<file path="src/rtl/hazard_pkg.sv">
`default_nettype none
// ============================================================================
//  Module      : hazard_pkg
//  Description : Shared opcode constants, default latencies and counter type
//                for the ID-stage hazard scoreboard.
//  Revision    : 1.0 - initial release
// ============================================================================
package hazard_pkg;

    localparam int          c_xlen             = 32;
    localparam int          c_cnt_w            = 3;

    // RV32 major opcodes that influence source use or producer latency
    localparam logic [6:0]  c_opc_load         = 7'b0000011;
    localparam logic [6:0]  c_opc_store        = 7'b0100011;
    localparam logic [6:0]  c_opc_branch       = 7'b1100011;
    localparam logic [6:0]  c_opc_op           = 7'b0110011;
    localparam logic [6:0]  c_opc_lui          = 7'b0110111;
    localparam logic [6:0]  c_opc_auipc        = 7'b0010111;
    localparam logic [6:0]  c_opc_jal          = 7'b1101111;

    // funct7 that turns an OP instruction into a multiply/divide
    localparam logic [6:0]  c_funct7_muldiv    = 7'b0000001;

    localparam int          c_default_load_lat = 1;
    localparam int          c_default_mul_lat  = 3;

    typedef logic [c_cnt_w-1:0] cnt_t;

    // Decrement that sticks at zero
    function automatic cnt_t sat_dec(input cnt_t v);
        return (v == '0) ? v : v - cnt_t'(1);
    endfunction

endpackage
`default_nettype wire

</file>
<file path="src/rtl/hazard_scoreboard_if.sv">
`default_nettype none
// ============================================================================
//  Module      : hazard_scoreboard_if
//  Description : ID-stage handshake between the pipeline control and the
//                hazard scoreboard.
//  Revision    : 1.0 - initial release
// ============================================================================
interface hazard_scoreboard_if;
    import hazard_pkg::*;

    logic [c_xlen-1:0] id_instr;
    logic              id_valid;
    logic              ex_ready;
    logic              flush;
    logic              stall;
    logic              issue;

    // Pipeline control side
    modport master (
        output id_instr,
        output id_valid,
        output ex_ready,
        output flush,
        input  stall,
        input  issue
    );

    // Scoreboard side
    modport slave (
        input  id_instr,
        input  id_valid,
        input  ex_ready,
        input  flush,
        output stall,
        output issue
    );

endinterface
`default_nettype wire

</file>
<file path="src/rtl/hazard_src_decode.sv">
`default_nettype none
// ============================================================================
//  Module      : hazard_src_decode
//  Description : Pure combinational decode of register sources, destination
//                and result latency of the instruction in ID.
//  Revision    : 1.0 - initial release
// ============================================================================
module hazard_src_decode
    import hazard_pkg::*;
#(
    parameter int LOAD_LAT = c_default_load_lat,
    parameter int MUL_LAT  = c_default_mul_lat
) (
    input  wire logic [c_xlen-1:0] i_instr,
    output logic                   o_rs1_used,
    output logic                   o_rs2_used,
    output logic                   o_has_rd,
    output logic [4:0]             o_rs1,
    output logic [4:0]             o_rs2,
    output logic [4:0]             o_rd,
    output cnt_t                   o_lat
);

    logic [6:0] w_opcode;
    logic [6:0] w_funct7;
    logic       w_unused_funct3;

    assign w_opcode        = i_instr[6:0];
    assign w_funct7        = i_instr[31:25];
    assign w_unused_funct3 = ^i_instr[14:12];

    assign o_rd  = i_instr[11:7];
    assign o_rs1 = i_instr[19:15];
    assign o_rs2 = i_instr[24:20];

    // U-type and JAL carry no rs1 field; only R, S and B carry rs2
    assign o_rs1_used = !(w_opcode inside {c_opc_lui, c_opc_auipc, c_opc_jal});
    assign o_rs2_used =  (w_opcode inside {c_opc_op, c_opc_store, c_opc_branch});
    assign o_has_rd   = !(w_opcode inside {c_opc_store, c_opc_branch});

    // Result latency: loads and mul/div are late producers, everything else forwards at once
    always_comb begin
        o_lat = '0;
        if (w_opcode == c_opc_load) begin
            o_lat = cnt_t'(LOAD_LAT);
        end else if ((w_opcode == c_opc_op) && (w_funct7 == c_funct7_muldiv)) begin
            o_lat = cnt_t'(MUL_LAT);
        end
    end

endmodule
`default_nettype wire

</file>
<file path="src/rtl/hazard_scoreboard.sv">
`default_nettype none
// ============================================================================
//  Module      : hazard_scoreboard
//  Description : Per-register pending-latency counters that stall the ID
//                stage on RAW hazards against late-forwarding producers.
//  Revision    : 1.0 - initial release
// ============================================================================
module hazard_scoreboard
    import hazard_pkg::*;
#(
    parameter int LOAD_LAT = c_default_load_lat,
    parameter int MUL_LAT  = c_default_mul_lat,
    parameter int NUM_REGS = 32,
    parameter int PERF_W   = 16
) (
    input  wire logic          clk,
    input  wire logic          rst_n,
    hazard_scoreboard_if.slave sb,
    output logic [NUM_REGS-1:0] busy_vec,
    output logic [PERF_W-1:0]   stall_cnt
);

    logic              w_rs1_used;
    logic              w_rs2_used;
    logic              w_has_rd;
    logic [4:0]        w_rs1;
    logic [4:0]        w_rs2;
    logic [4:0]        w_rd;
    cnt_t              w_lat;
    logic [NUM_REGS-1:0] w_busy;
    logic [31:0]       w_busy_ext;
    logic              w_stall;
    logic              w_issue;
    logic [PERF_W-1:0] r_stall_cnt;

    hazard_src_decode #(
        .LOAD_LAT (LOAD_LAT),
        .MUL_LAT  (MUL_LAT)
    ) u_decode (
        .i_instr    (sb.id_instr),
        .o_rs1_used (w_rs1_used),
        .o_rs2_used (w_rs2_used),
        .o_has_rd   (w_has_rd),
        .o_rs1      (w_rs1),
        .o_rs2      (w_rs2),
        .o_rd       (w_rd),
        .o_lat      (w_lat)
    );

    // Register 0 never has a pending write
    assign w_busy[0] = 1'b0;

    for (genvar r = 1; r < NUM_REGS; r++) begin : g_cnt
        cnt_t r_cnt;
        logic w_load;
        cnt_t w_dec;

        assign w_dec  = sat_dec(r_cnt);
        assign w_load = w_issue && w_has_rd && (w_rd == 5'(r)) && (w_lat != '0);

        // Count down while the pipe advances; a new late producer keeps the larger remaining wait
        always_ff @(posedge clk or negedge rst_n) begin
            if (!rst_n) begin
                r_cnt <= '0;
            end else if (sb.ex_ready) begin
                if (w_load) begin
                    r_cnt <= (w_lat > w_dec) ? w_lat : w_dec;
                end else begin
                    r_cnt <= w_dec;
                end
            end
        end

        assign w_busy[r] = |r_cnt;
    end

    // Widen so any 5-bit register index selects a valid bit
    assign w_busy_ext = 32'(w_busy);

    assign w_stall = sb.id_valid && !sb.flush &&
                     ((w_rs1_used && w_busy_ext[w_rs1]) ||
                      (w_rs2_used && w_busy_ext[w_rs2]));
    assign w_issue = sb.id_valid && sb.ex_ready && !sb.flush && !w_stall;

    assign sb.stall = w_stall;
    assign sb.issue = w_issue;
    assign busy_vec = w_busy;

    // Saturating count of stalled cycles
    always_ff @(posedge clk or negedge rst_n) begin
        if (!rst_n) begin
            r_stall_cnt <= '0;
        end else if (w_stall && (r_stall_cnt != {PERF_W{1'b1}})) begin
            r_stall_cnt <= r_stall_cnt + PERF_W'(1);
        end
    end

    assign stall_cnt = r_stall_cnt;

endmodule
`default_nettype wire
</file>
<file path="src/flat_wrapper.sv">
// flat-port wrapper written by rule: the top's interface ports become plain ports
module hazard_scoreboard_flat import hazard_pkg::*;
#(
    parameter int LOAD_LAT = c_default_load_lat,
    parameter int MUL_LAT  = c_default_mul_lat,
    parameter int NUM_REGS = 32,
    parameter int PERF_W   = 16
)
  (clk, rst_n, busy_vec, stall_cnt, sb_id_instr, sb_id_valid, sb_ex_ready, sb_flush, sb_stall, sb_issue);
  hazard_scoreboard_if sb_i ();
  input  wire logic clk;
  input  wire logic rst_n;
  output logic [NUM_REGS-1:0] busy_vec;
  output logic [PERF_W-1:0] stall_cnt;
  input wire logic [$bits(sb_i.id_instr)-1:0] sb_id_instr;
  input wire logic [$bits(sb_i.id_valid)-1:0] sb_id_valid;
  input wire logic [$bits(sb_i.ex_ready)-1:0] sb_ex_ready;
  input wire logic [$bits(sb_i.flush)-1:0] sb_flush;
  output wire logic [$bits(sb_i.stall)-1:0] sb_stall;
  output wire logic [$bits(sb_i.issue)-1:0] sb_issue;
  assign sb_i.id_instr = sb_id_instr;
  assign sb_i.id_valid = sb_id_valid;
  assign sb_i.ex_ready = sb_ex_ready;
  assign sb_i.flush = sb_flush;
  assign sb_stall = sb_i.stall;
  assign sb_issue = sb_i.issue;
  hazard_scoreboard #(.LOAD_LAT(LOAD_LAT), .MUL_LAT(MUL_LAT), .NUM_REGS(NUM_REGS), .PERF_W(PERF_W)) u_core (.clk(clk), .rst_n(rst_n), .sb(sb_i), .busy_vec(busy_vec), .stall_cnt(stall_cnt));
endmodule
</file>
<file path="config.mk">
export PLATFORM = sky130hd
export DESIGN_NAME = hazard_scoreboard_flat
export DESIGN_NICKNAME = d
export VERILOG_FILES = /design/src/rtl/hazard_pkg.sv /design/src/rtl/hazard_scoreboard_if.sv /design/src/rtl/hazard_src_decode.sv /design/src/rtl/hazard_scoreboard.sv /design/src/flat_wrapper.sv
export SDC_FILE = /design/constraint.sdc
export NUM_CORES = 1
export LEC_CHECK = 0
export ABC_AREA = 1
export CORE_MARGIN = 2
export CORE_UTILIZATION = 30
export CTS_CLUSTER_SIZE = 10
export DETAILED_ROUTE_END_ITERATION = 6
export SETUP_SLACK_MARGIN = 0.1
export SKIP_LAST_GASP = 1
export SYNTH_ARGS = -nofsm -noshare
export SYNTH_HDL_FRONTEND = slang
export SYNTH_SLANG_ARGS = --single-unit
</file>
<file path="constraint.sdc">
create_clock -name clk -period 5.8 [get_ports clk]
set_input_delay 1.74 -clock clk [delete_from_list [all_inputs] [get_ports clk]]
set_output_delay 1.74 -clock clk [all_outputs]
set_load 0.02 [all_outputs]
</file>
Word level (Yosys, flattened, before mapping) --
Index checks and enable logic that the tools add are counted.
Storage, ports and cells: output and inout port bits 50, logic and storage cells 379, bits of input ports 37, flip-flop bits (word level) 109
Operators by class: multiplexer cells 99, reductions and logical operators 143, add/subtract/negate cells 32, equality and inequality tests 40, magnitude comparators 33
Operators with widths (number):
- 3-bit 2-to-1 mux | 93
- 2-bit by 3-bit > comparator with 1-bit output | 31
- 3-bit logical NOT | 31
- 3-bit OR reduction | 31
- 3-bit by 1-bit subtractor with 3-bit output (second input constant) | 31
- 5-bit == test (second input constant) | 16
- 1-bit logical AND | 72
- 5-bit by 4-bit == test with 1-bit output (second input constant) | 8
- 7-bit by 6-bit == test with 1-bit output (second input constant) | 3
- 5-bit by 3-bit == test with 1-bit output (second input constant) | 4
- 16-bit by 1-bit adder with 16-bit output (second input constant) | 1
- 16-bit inequality test (second input constant) | 1
- 7-bit == test (second input constant) | 2
- 5-bit by 6-bit < comparator with 1-bit output (second input constant) | 2
- 1-bit binary-select mux with 5-bit select | 2
- 5-bit by 2-bit == test with 1-bit output (second input constant) | 2
- 3-bit nonzero test | 3
- 7-bit by 1-bit == test with 1-bit output (second input constant) | 1
- 7-bit by 2-bit == test with 1-bit output (second input constant) | 1
- 7-bit by 5-bit == test with 1-bit output (second input constant) | 1
- 5-bit by 1-bit == test with 1-bit output (second input constant) | 1
- 1-bit logical NOT | 4
- 2-bit 2-to-1 mux | 2
- 1-bit 2-to-1 mux | 2
- other kinds (2) | 2

Longest topological paths before layout --
word-level depth 12, gate-level depth with buffers 17

Hierarchy --
From an unflattened synthesis, not the netlist that was laid out.
Unflattened totals: cells, all modules 1799, area, all modules 11785.1 µm²
By module, submodules not included:
- hazard_scoreboard | area an instance 11532.3 µm², sequential area each 2727.6 µm², instances 1, cells each 1751
- hazard_src_decode | area an instance 252.7 µm², sequential area each 0.0 µm², instances 1, cells each 48

Worst setup path after synthesis --
OpenSTA, ideal clock, no wires.
path type input -> register, start point input port sb_id_instr[30], end point register u_core.g_cnt[5].r_cnt[1], slack 0.794 ns, arrival time 4.888 ns, buffers on the path 1, library setup time 0.118 ns, cell stages on the path 10, path through or3_4 -> nor3_4 -> clkbuf_1 -> ha_1 -> a2111oi_0 -> nor2_1 -> a21oi_1 -> nand4_1 -> nand3_1 -> nand2_1
On the way: word-level cells in the longest chain between the ends 7, elaborated cells on any way between the ends 9
Ends and longest elaborated chain:
- from (decl) | line flat_wrapper.sv:15 | input wire logic [$bits(sb_i.id_instr)-1:0] sb_id_instr;
- 7-bit by 1-bit == test with 1-bit output (*) | line hazard_src_decode.sv:46 | end else if ((w_opcode == c_opc_op) && (w_funct7 == c_funct7_muldiv)) begin
- 1-bit logical AND (*) | line hazard_src_decode.sv:46
- 2-bit 2-to-1 mux (*) | line hazard_src_decode.sv:46
- 2-bit 2-to-1 mux (*) | line hazard_src_decode.sv:44 | if (w_opcode == c_opc_load) begin
- 2-bit by 3-bit > comparator with 1-bit output / 3-bit nonzero test (equally long branches) | line hazard_scoreboard.sv:67, hazard_scoreboard.sv:59
- 3-bit 2-to-1 mux / 1-bit logical AND (equally long branches) | line hazard_scoreboard.sv:67, hazard_scoreboard.sv:59
- 3-bit 2-to-1 mux (*) | line hazard_scoreboard.sv:66 | if (w_load) begin
- to (signal assigned) | line hazard_scoreboard.sv:67 | r_cnt <= (w_lat > w_dec) ? w_lat : w_dec;
- to (signal assigned) | line hazard_scoreboard.sv:69 | r_cnt <= w_dec;
- to (decl) | line hazard_scoreboard.sv:54 | cnt_t r_cnt;
Mark *: on every way between the ends. The rest lies on a longest branch, timed or not. A chain may end at the register's enable or synchronous reset.

Worst setup path after layout --
start point input port sb_id_instr[21], end point output port sb_stall
On the way: word-level cells in the longest chain between the ends 5
Ends and longest elaborated chain:
- 1-bit binary-select mux with 5-bit select | line hazard_scoreboard.sv:82 | (w_rs2_used && w_busy_ext[w_rs2]));
- 1-bit 2-to-1 mux (not written as such) | line hazard_scoreboard.sv:82
- 1-bit logical AND | line hazard_scoreboard.sv:82
- 1-bit logical OR | line hazard_scoreboard.sv:81 | ((w_rs1_used && w_busy_ext[w_rs1]) ||
- 1-bit logical AND | line hazard_scoreboard.sv:80 | assign w_stall = sb.id_valid && !sb.flush &&
- to (decl) | line flat_wrapper.sv:19 | output wire logic [$bits(sb_i.stall)-1:0] sb_stall;
Every way passes these cells. The select of a mux whose other input is x is not followed.

==> run summary <==
final net count: 1,616
DR WL/cell: 14.4 um
final setup violation count: 0
Die Ht: 184 um
total design power: 6.01 mW
placed wire-length estimate: 19.2 mm
synth warn: 0
R2R cell count: 11
Syn Nets: 1,552
VDD IR max: 205 uV
total grt overflow: 0
achievable frequency: 191 MHz
WHS Path Cells: 2
Synth Register Bits: 109
CP dominant cell by count: nand3_1
post-layout min period: 5240 ps
Slew headroom: 0.343
Clock Tree Buf Depth: 2
PD cells: 531 nW/um^2
Area growth syn-to-layout: 16.2%
Routed WL: 27.3 mm
die footprint: 34,000 sq um
leak pwr: 5.54 nW
commonest non-fill, non-tap cell in the layout: nand2_1
Synth cell types: 40
Starting Density: 0.302
remaining antenna violation count: 0
Worst Slack Setup Final: 564 ps
Setup TNS Final: 0 ps
CP cell instances: clkdlybuf4s50_1 > buf_4 > nand3_1 > nand3_1 > nand2_1 > nand2_1 > nand3_1 > nand3_1 > a21boi_1 > buf_4 > dlymetal6s2s_1
worst endpoint required time: 4060 ps
TritonCTS clock tree: done
critical path class: primary input to output port
pin count of the biggest net entering global routing: 89
# clock sinks: 109
CTS H-Tree Depth: 3
share of cells above drive strength 1: 0.0377
Worst Min Path Start: u_core.g_cnt[18].r_cnt[2]
max-slew violations: 0
Mapped Avg Cell Area: 7.01 sq um
Ant. Diodes: 0
GRT Overall Usage: 0.163
1st-iter DRT viols: 544
fin util: 0.351
max cap viols: 0
Min Hold Slack: 488 ps
ys flop type: dfrtp_1
R2R setup slack: 2810 ps
outcome: completed
crit end category: output port
via count: 9,353
std cell rows: 66
first-pass GRT wire length: 44.0 mm
commonest cells after routing, fill and taps aside: nand2_1 (315), inv_1 (154), nor2_1 (150)
Fin. Hold Viols: 0
ys async rst share: 1.00
number of hold buffers added after CTS: 0
clk root buf: clkbuf_16
Inserted Clock Buffers: 9
Port Buffer Count: 82
Post-Synthesis Cells: 1,390
post-synthesis sequential area ratio: 0.280
fin crit share: 0.903
slowest stage delay, CP: 490 ps
gpl congestion: 0.843
DRT Pass-1 Iters: 5
RR Startpoint: u_core.g_cnt[18].r_cnt[0]
fin cells: 1,901
Data arrival, critical path: 3500 ps
Post-DP Area: 11,000 sq um
final setup skew: 20.5 ps
vias in the first global route: 8,530
I/O pins: 87
post-route cell area: 11,300 sq um
RSZ-0062 raised after global routing: no
Place WS: -0.753 ps
crit path launch type: primary input
width of the die: 184 um
reg2reg end: u_core.g_cnt[18].r_cnt[1]
Worst Tran Pin Value: 985 ps
clock transition at the registers of the reported paths: 70 ps
Setup Buffers After CTS: 0
Avg Vias per Cell: 4.92
Post-synth EDFFs: 0
hold crit path type: flip-flop to flip-flop
number of remaining DRC errors: 0
peak fanout along the critical path: 8
Hold Path Sink: u_core.g_cnt[18].r_cnt[2]
Synth Cell Area: 9750 sq um
core area: 32,300 sq um
initial antenna violation count: 0
Critical-path top delay cell: clkdlybuf4s50_1
clk_lat worst skew: 370 ps
placed cells: 1,885
-- layer usage --
metal	part of all wire	vias up	global-route usage
met3	0.051	24	0.0269
met2	0.48	180	0.282
li1	-	4754	-
met4	0.017	0	0.0406
met1	0.46	4395	0.211
met5	0	-	0
-- sequential cells by signal, indices dropped and copies added, names as in the netlist --
| register | flops |
|---|---|
| u_core.g_cnt.r_cnt | 93 |
| u_core.stall_cnt | 16 |
-- timing repair --
| action | in CTS | in global routing |
|---|---|---|
| endpoints found under the setup margin | 1 | 2 |
| hold endpoints to repair | 0 | 0 |
| gates resized for setup | 4 | 4 |
-- power breakdown --
| part | leakage [nW] | internal, mW | switching (mW) |
|---|---|---|---|
| sequential | 1.31 | 1.12 | 0.275 |
| combinational | 4.08 | 1.55 | 2.38 |
| clock | 0.148 | 0.346 | 0.339 |
-- cell usage after synthesis (7+ instances only) --
| cell | count | area, sq um |
|---|---|---|
| a211oi_1 | 15 | 113 |
| nand3_1 | 128 | 641 |
| a22oi_1 | 9 | 67.6 |
| a2111oi_0 | 7 | 61.3 |
| nand2_1 | 315 | 1180 |
| nand4_1 | 55 | 344 |
| xor2_1 | 51 | 447 |
| clkbuf_1 | 19 | 71.3 |
| dfrtp_1 | 109 | 2730 |
| o21ai_0 | 93 | 465 |
| ha_1 | 125 | 1560 |
| buf_4 | 7 | 52.6 |
| inv_1 | 156 | 586 |
| nor2_1 | 150 | 563 |
| buf_2 | 13 | 65.1 |
| a21oi_1 | 87 | 435 |
| nor3_1 | 7 | 35.0 |
-- worst max-delay path: cells and delay by family --
family | cells | cell delay [ps]
AOI/OAI and AO/OA | 1 | 180
buffers and inverters | 4 | 1060
and+or+nand+nor | 6 | 510
-- kinds of logic after synthesis --
logic type                 share of synthesized area
and+or+nand+nor                                0.299
AOI/OAI and AO/OA                              0.122
buffers and inverters                         0.0911
adders and majority gates                      0.160
DFF                                            0.280
xor gates and xnor gates                      0.0476
other                                       0.000385
-- area by class of cell --
| type | count | area, sq um |
|---|---|---|
| fillers | 3384 | 21000 |
| multi-input cells | 1069 | 6130 |
| flip-flops and latches | 109 | 2730 |
| repair buffers | 101 | 983 |
| inverters | 164 | 626 |
| well taps | 442 | 553 |
| clock buffers | 10 | 229 |
| clock inverters | 6 | 77.6 |
-- worst max-delay path by stage --
stage | depth (start not counted) | to | slack [ps] | from
floorplan | 10 | u_core.g_cnt[5].r_cnt[1] | 790 | sb_id_instr[30]
global placement | 12 | sb_stall | 9 | sb_id_instr[20]
detailed placement | 12 | sb_stall | -0.8 | sb_id_instr[20]
CTS | 11 | sb_stall | 130 | sb_id_instr[21]
global route | 11 | sb_stall | 420 | sb_id_instr[21]
finish | 11 | sb_stall | 560 | sb_id_instr[21]
(Power assumes the default switching activity.)
